`config.mk`:
```
export PLATFORM = sky130hd
export DESIGN_NAME = arch_reg_dump
export DESIGN_NICKNAME = d
export VERILOG_FILES = /design/src/rtl/arch_reg_dump.sv
export SDC_FILE = /design/constraint.sdc
export NUM_CORES = 1
export LEC_CHECK = 0
export BUFFER_PORTS_ARGS = -buffer_cell sky130_fd_sc_hd__buf_2
export CORE_ASPECT_RATIO = 1.4
export CORE_UTILIZATION = 30
export CTS_BUF_LIST = sky130_fd_sc_hd__clkbuf_2 sky130_fd_sc_hd__clkbuf_4 sky130_fd_sc_hd__clkbuf_8
export DETAILED_ROUTE_END_ITERATION = 8
export MAX_ROUTING_LAYER = met4
export SYNTH_ARGS = -nofsm -noshare
export SYNTH_HDL_FRONTEND = slang
export SYNTH_SLANG_ARGS = --single-unit
export TNS_END_PERCENT = 30
```
`constraint.sdc`:
```
create_clock -name clk -period 2.16 [get_ports clk]
set_clock_uncertainty 0.2 [all_clocks]
set_input_delay 0.108 -clock clk [delete_from_list [all_inputs] [get_ports clk]]
set_output_delay 0.108 -clock clk [all_outputs]
set_load 0.02 [all_outputs]
```
`src/rtl/arch_reg_dump.sv`:
```
`default_nettype none
// ============================================================================
// Module      : arch_reg_dump
// Description : Walks the rename map and PRF to stream out every architectural
//               register value over a valid/ready port once the ROB drains.
// Revision    : 1.0  initial release
// ============================================================================
module arch_reg_dump #(
    parameter int NUM_AREG = 32,
    parameter int PREG_W   = 7,
    parameter int DATA_W   = 32
) (
    input  logic              clk,
    input  logic              reset,
    input  logic              dump_req,
    input  logic              dump_abort,
    input  logic              rob_empty,
    output logic [4:0]        map_areg,
    input  logic [PREG_W-1:0] map_preg,
    output logic [PREG_W-1:0] prf_raddr,
    input  logic [DATA_W-1:0] prf_rdata,
    output logic              out_valid,
    input  logic              out_ready,
    output logic [4:0]        out_areg,
    output logic [PREG_W-1:0] out_preg,
    output logic [DATA_W-1:0] out_data,
    output logic              out_last,
    output logic              busy,
    output logic              done
);

    localparam logic [4:0] c_LAST = 5'(NUM_AREG - 1);

    typedef enum logic [2:0] {
        S_IDLE    = 3'd0,
        S_QUIESCE = 3'd1,
        S_LOOKUP  = 3'd2,
        S_READ    = 3'd3,
        S_CAPTURE = 3'd4,
        S_SEND    = 3'd5,
        S_DONE    = 3'd6
    } state_t;

    state_t              r_state;
    logic [4:0]          r_idx;
    logic [PREG_W-1:0]   r_preg_q;
    logic [4:0]          r_out_areg;
    logic [PREG_W-1:0]   r_out_preg;
    logic [DATA_W-1:0]   r_out_data;
    logic                r_out_last;

    always_ff @(posedge clk or negedge reset) begin
        if (!reset) begin
            r_state    <= S_IDLE;
            r_idx      <= '0;
            r_preg_q   <= '0;
            r_out_areg <= '0;
            r_out_preg <= '0;
            r_out_data <= '0;
            r_out_last <= 1'b0;
        end else if (dump_abort) begin
            // Abort outranks everything, including a simultaneous request in IDLE.
            r_state <= S_IDLE;
        end else begin
            case (r_state)
                S_IDLE: begin
                    if (dump_req) begin
                        r_state <= S_QUIESCE;
                        r_idx   <= '0;
                    end
                end
                S_QUIESCE: begin
                    if (rob_empty) r_state <= S_LOOKUP;
                end
                S_LOOKUP: begin
                    r_preg_q <= map_preg;
                    r_state  <= S_READ;
                end
                S_READ: begin
                    r_state <= S_CAPTURE;
                end
                S_CAPTURE: begin
                    // x0 is hardwired zero regardless of what its mapped PRF entry holds.
                    r_out_data <= (r_idx == 5'd0) ? '0 : prf_rdata;
                    r_out_areg <= r_idx;
                    r_out_preg <= r_preg_q;
                    r_out_last <= (r_idx == c_LAST);
                    r_state    <= S_SEND;
                end
                S_SEND: begin
                    if (out_ready) begin
                        if (r_out_last) begin
                            r_state <= S_DONE;
                        end else begin
                            r_idx   <= r_idx + 5'd1;
                            r_state <= S_LOOKUP;
                        end
                    end
                end
                S_DONE: begin
                    r_state <= S_IDLE;
                end
                default: begin
                    r_state <= S_IDLE;
                end
            endcase
        end
    end

    // Handshake and status outputs decode straight from the state register.
    assign out_valid = (r_state == S_SEND);
    assign busy      = (r_state != S_IDLE);
    assign done      = (r_state == S_DONE);
    assign map_areg  = (r_state == S_LOOKUP) ? r_idx : 5'd0;
    assign prf_raddr = (r_state == S_READ) ? r_preg_q : '0;

    assign out_areg  = r_out_areg;
    assign out_preg  = r_out_preg;
    assign out_data  = r_out_data;
    assign out_last  = r_out_last;

endmodule
`default_nettype wire

```
-- Yosys cells after proc, flatten, opt, wreduce, memory -nomap -nowiden
Index checks and enable logic that the tools add are counted.
- $add $sub $neg: 1
- equal/unequal tests: 13
- multiplexer cells: 13
- bitwise operators: 1
- reductions and logical operators: 8
- operators by type and width (operator ; number):
    2-to-1 mux 32 bit ; 1
    2-to-1 mux 5 bit ; 4
    case mux 3 bit (6 select lines) ; 1
    2-to-1 mux 3 bit ; 5
    case mux 5 bit (2 select lines) ; 1
    equality test 3 bit, second input constant ; 3
    2-to-1 mux 7 bit ; 1
    equality test 3 x 2 -> 1 bit, second input constant ; 2
    inequality test 3 bit, second input constant ; 2
    adder 5 x 1 -> 5 bit, second input constant ; 1
    equality test 5 bit, second input constant ; 1
    zero test 5 bit ; 1
    AND reduction 5 bit ; 1
    inequality test 2 bit, second input constant ; 2
    AND reduction 2 bit ; 2
    equality test 3 x 1 -> 1 bit, second input constant ; 1
    zero test 3 bit ; 1
    inequality test 3 x 2 -> 1 bit, second input constant ; 1
    AND reduction 3 bit ; 1
    nonzero test 3 bit ; 1
    inequality test 2 x 1 -> 1 bit, second input constant ; 1
    nonzero test 2 bit ; 1
    NOT 1 bit ; 1
- register bits after elaboration: 60
- bits of input ports: 45
- word-level logic and storage cells: 43

-- Depth between registers and ports, before layout
- depth after elaboration: 4
- depth in mapped cells: 6

-- Worst setup path after synthesis
No wires, ideal clock.
- kind: register -> register
- from: register r_state[1]
- to: register r_out_data[10], in the netlist out_data[10]
- arrival: 1.561 ns
- path slack: 0.278 ns
- stages on the path, launching flop included: 6
- path buffers: 3
- clock period less this slack: 1.882 ns
- cell sequence: dfrtp_1 -> or4b_1 -> buf_2 -> buf_6 -> buf_6 -> a22o_1
- cells in the longest elaborated chain, start to end: 2
- ends and longest elaborated chain (what ; RTL line ; source):
    from (decl) ; 44 ; state_t r_state;
    from (signal assigned) ; 54 ; r_state <= S_IDLE;
    from (signal assigned) ; 63 ; r_state <= S_IDLE;
    from (signal assigned) ; 68 ; r_state <= S_QUIESCE;
    equality test 3 bit ; 65 ; case (r_state)
    AND reduction 2 bit (no source line) ; n/a ;
    to (signal assigned) ; 84 ; r_out_data <= (r_idx == 5'd0) ? '0 : prf_rdata;
    to (decl) ; 49 ; logic [DATA_W-1:0] r_out_data;
Every way passes these cells.
A chain may end at the register's enable or synchronous reset.

-- Worst setup path after layout
- from: input dump_abort
- to: register r_out_data[7], in the netlist out_data[7]
- cells in the longest elaborated chain, start to end: 2
- ends and longest elaborated chain (what ; RTL line ; source):
    from (decl) ; 16 ; input logic dump_abort,
    NOT 1 bit (no source line) ; n/a ;
    AND reduction 2 bit (no source line) ; n/a ;
Every way passes these cells.

==> impl_metrics.xml <==
<?xml version="1.0" encoding="UTF-8"?>
<metrics>
  <group name="run_status">
    <metric name="run_status" unit="">completed</metric>
  </group>
  <group name="layout">
    <metric name="share_of_layout_cells_above_drive_strength_1" unit="%">43.3</metric>
    <metric name="insertedDiodeCount" unit="">0</metric>
    <metric name="design.final.nets" unit="">392</metric>
    <metric name="area.growth.synth_to_final" unit="%">51.4</metric>
  </group>
  <group name="synth">
    <metric name="synth_warnings" unit="">0</metric>
    <metric name="yosysUniqueCellTypes" unit="">31</metric>
    <metric name="synthesis.area_per_instance" unit="um^2">13.3</metric>
    <metric name="synth_enable_flop_cells" unit="">0</metric>
    <metric name="async_reset_ff_share" unit="%">100</metric>
    <metric name="post-synth-top-area-cell" unit="">dfrtp_1</metric>
    <metric name="ys_seq_elements" unit="">60</metric>
    <metric name="yosys.cell_count.top_type" unit="">dfrtp_1</metric>
    <metric name="post_synth_main_area_contributors" unit="">dfrtp_1 (60%), a22o_1 (11%), mux2_2 (8.1%), buf_6 (2.7%), and2_1 (2.2%)</metric>
    <metric name="synthTopCellsByCount" unit="">dfrtp_1 (60), a22o_1 (32), mux2_2 (18)</metric>
    <metric name="area_of_the_mapped_netlist" unit="mm^2">0.00251</metric>
    <metric name="top_area_cell_type_share_of_the_netlist_area" unit="%">59.8</metric>
    <metric name="syn_nets" unit="">237</metric>
    <metric name="synthesis.instances" unit="">189</metric>
    <metric name="yosysSeqAreaShare" unit="%">59.8</metric>
    <metric name="synth_ff_type" unit="">dfrtp_1</metric>
  </group>
  <group name="setup_path">
    <metric name="timing.critical_path.slowest_stage_cell" unit="">or4b_2</metric>
    <metric name="worst_path_largest_cell_delay" unit="ps">720</metric>
    <metric name="path_buf_inv" unit="">3</metric>
    <metric name="timing.critical_path.fanout_max" unit="">32</metric>
    <metric name="timing.critical_path.required" unit="ps">2210</metric>
    <metric name="timing.critical_path.to_type" unit="">register</metric>
    <metric name="sort_of_element_at_the_start_of_the_critical_path" unit="">primary input</metric>
    <metric name="cp_top_family" unit="">buffers and inverters</metric>
    <metric name="timing.setup.critical_path_class" unit="">primary input to register</metric>
    <metric name="critical_path.cell_chain" unit="">dlygate4sd3_1, buf_2, or4b_2, a31oi_4, buf_12, a22o_1</metric>
    <metric name="worstPathArrival" unit="ps">2100</metric>
  </group>
  <group name="timing">
    <metric name="timing.fmax" unit="MHz">489</metric>
    <metric name="period_needed" unit="ps">2050</metric>
    <metric name="slew_violations" unit="">0</metric>
    <metric name="grt_setup_unrepaired" unit="">false</metric>
    <metric name="hold_violations" unit="">0</metric>
    <metric name="timing.max_slew.rel_slack" unit="%">63.4</metric>
    <metric name="layout_setup_ws" unit="ps">114</metric>
    <metric name="timing.final.setup_violations" unit="">0</metric>
    <metric name="setup_total_negative_slack" unit="ps">0</metric>
    <metric name="fin_crit_sh" unit="%">94.7</metric>
    <metric name="worst_pin_slew" unit="ps">549</metric>
  </group>
  <group name="clocking">
    <metric name="buffer_depth_of_the_longest_clock_path" unit="">2</metric>
    <metric name="root_buffer" unit="">clkbuf_8</metric>
    <metric name="cts_resized" unit="">0</metric>
    <metric name="h-tree-depth" unit="">3</metric>
    <metric name="cts_tree" unit="">yes</metric>
    <metric name="cts_inserted_buffers" unit="">9</metric>
    <metric name="clock_latency" unit="ps">320</metric>
    <metric name="clock_sink_count" unit="">60</metric>
    <metric name="worst_setup_hold_path_clk_slew" unit="ps">70</metric>
  </group>
  <group name="grt">
    <metric name="grt_max_degree" unit="">43</metric>
    <metric name="first_pass_grt_wire_length" unit="um">9850</metric>
    <metric name="grt-ovfl-total" unit="">0</metric>
    <metric name="globalRouteTotalUtil" unit="%">15.0</metric>
    <metric name="first_global_vias" unit="">2087</metric>
    <metric name="number_of_antenna_violations_at_the_first_check_in_global_routing" unit="">0</metric>
  </group>
  <group name="die">
    <metric name="die_w" unit="um">79.3</metric>
    <metric name="chipHeight" unit="um">110</metric>
    <metric name="design.portCount" unit="">105</metric>
    <metric name="core_region_area" unit="mm^2">0.00815</metric>
    <metric name="area_enclosed_by_the_die_boundary" unit="mm^2">0.00875</metric>
    <metric name="initial_core_util" unit="%">30.8</metric>
    <metric name="std_cell_rows" unit="">39</metric>
  </group>
  <group name="power_and_ir_drop">
    <metric name="p_total" unit="mW">2.94</metric>
    <metric name="leakagePower" unit="nW">2.00</metric>
    <metric name="powerDensity" unit="mW/mm^2">773</metric>
    <metric name="worst_case_vdd_ir_drop" unit="mV">0.546</metric>
  </group>
  <group name="worst_hold_path">
    <metric name="hold_path.class" unit="">primary input to async pin</metric>
  </group>
  <group name="drt">
    <metric name="remaining_antenna_violation_count_after_routing" unit="">0</metric>
    <metric name="via_per_inst" unit="">4.65</metric>
    <metric name="post-route-drc-count" unit="">0</metric>
    <metric name="totalWireLength" unit="um">6260</metric>
    <metric name="firstDrtPassIters" unit="">4</metric>
    <metric name="vias_after_detailed_routing" unit="">2098</metric>
    <metric name="drtIter0Drc" unit="">78</metric>
    <metric name="avgRoutedWirePerCell" unit="um">13.9</metric>
  </group>
  <group name="flow_run">
    <metric name="timing.max_cap.violations" unit="">0</metric>
  </group>
  <group name="placement">
    <metric name="gpl.final_weighted_congestion" unit="">0.791</metric>
    <metric name="post-dp-hpwl" unit="um">4100</metric>
    <metric name="numPortBuffers" unit="">104</metric>
    <metric name="dp_worst_setup_slack" unit="ps">180</metric>
  </group>
</metrics>
-- sequential cells by signal (all words and copies together), names as in the netlist --
signal and flops:
out_data 32, r_preg_q 7, r_idx 5, out_areg 5
out_preg 7, r_state 3, out_last 1
-- placed cells by master, fill, tap and decap left out, types with 4 or more instances in the layout --
cell type	synthesis	final
nand2b_1	4	4
dfrtp_1	60	60
mux2_2	18	18
a22o_1	32	32
a31oi_1	5	5
buf_2	3	104
dlygate4sd3_1	0	45
and2_1	9	9
buf_4	0	5
clkbuf_8	0	9
o21ai_0	4	4
nand2_1	6	6
nor2_1	7	7
inv_1	5	5
-- power by group --
group | leakage [nW] | switching (mW) | internal [mW]
Combinational | 1.09 | 0.298 | 0.297
Sequential | 0.812 | 0.0885 | 1.29
Clock | 0.0999 | 0.415 | 0.552
Total | 2.00 | 0.802 | 2.14
-- area by class of cell --
class                           count  area [um^2]
Clock buffer                       11          139
Clock inverter                      5         52.6
Fill cell                         726         4350
Inverter                            5         18.8
Multi-Input combinational cell    111          893
Sequential cell                    60         1500
Tap cell                          102          128
Timing Repair Buffer              157         1070
-- through the flow --
step	instances	util [%]	cell area [um^2]	hold WS, ps
after CTS	451	46.6	3800	95.1
after detailed placement	390	38.8	3160	-76.0
after global routing	451	46.6	3800	148
final	451	46.6	3800	99.3
after global placement	390	38.8	3160	-79.4
after floorplan	189	-	2510	-388
-- worst paths after layout --
| kind | startpoint | to | slack, ps | depth (start not counted) |
|---|---|---|---|---|
| setup / recovery | dump_abort | out_data[7] | 110 | 6 |
| hold / removal | reset | out_data[8] | 100 | 2 |
| setup reg to reg | r_state[1] | r_state[1] | 160 | 5 |
| hold reg to reg | out_areg[4] | out_areg[4] | 280 | 2 |
| max in group asynchronous | reset | out_data[21] | 1070 | 3 |
| min in group clk | out_areg[4] | out_areg[4] | 280 | 2 |
-- per-layer routing --
layer | track usage, % | routed length, um | up-vias
li1 | - | - | 999
met1 | 17.9 | 2730 | 1025
met2 | 24.4 | 3190 | 67
met3 | 3.62 | 262 | 7
met4 | 6.10 | 72 | 0
met5 | - | 0 | -
-- logic make-up (layout without fill, tap and decap cells) --
family	count (synthesis)	after routing	synth area share (%)
buffers and inverters	18	178	4.63
adder cells (fa/ha/maj)	3	3	1.49
AND/OR/NAND/NOR	42	42	9.82
flip-flops	60	60	59.8
AO/OA/AOI/OAI	46	46	15.4
multiplexers	20	20	8.87
-- timing repair --
action | 4_1_cts | 5_1_grt
endpoints found under the setup margin | 0 | 0
hold buffers | 45 | 0
buffers inserted | 0 | 0
hold endpoints to repair | 102 | 0
No activity file was read; power rests on OpenSTA's default activity.
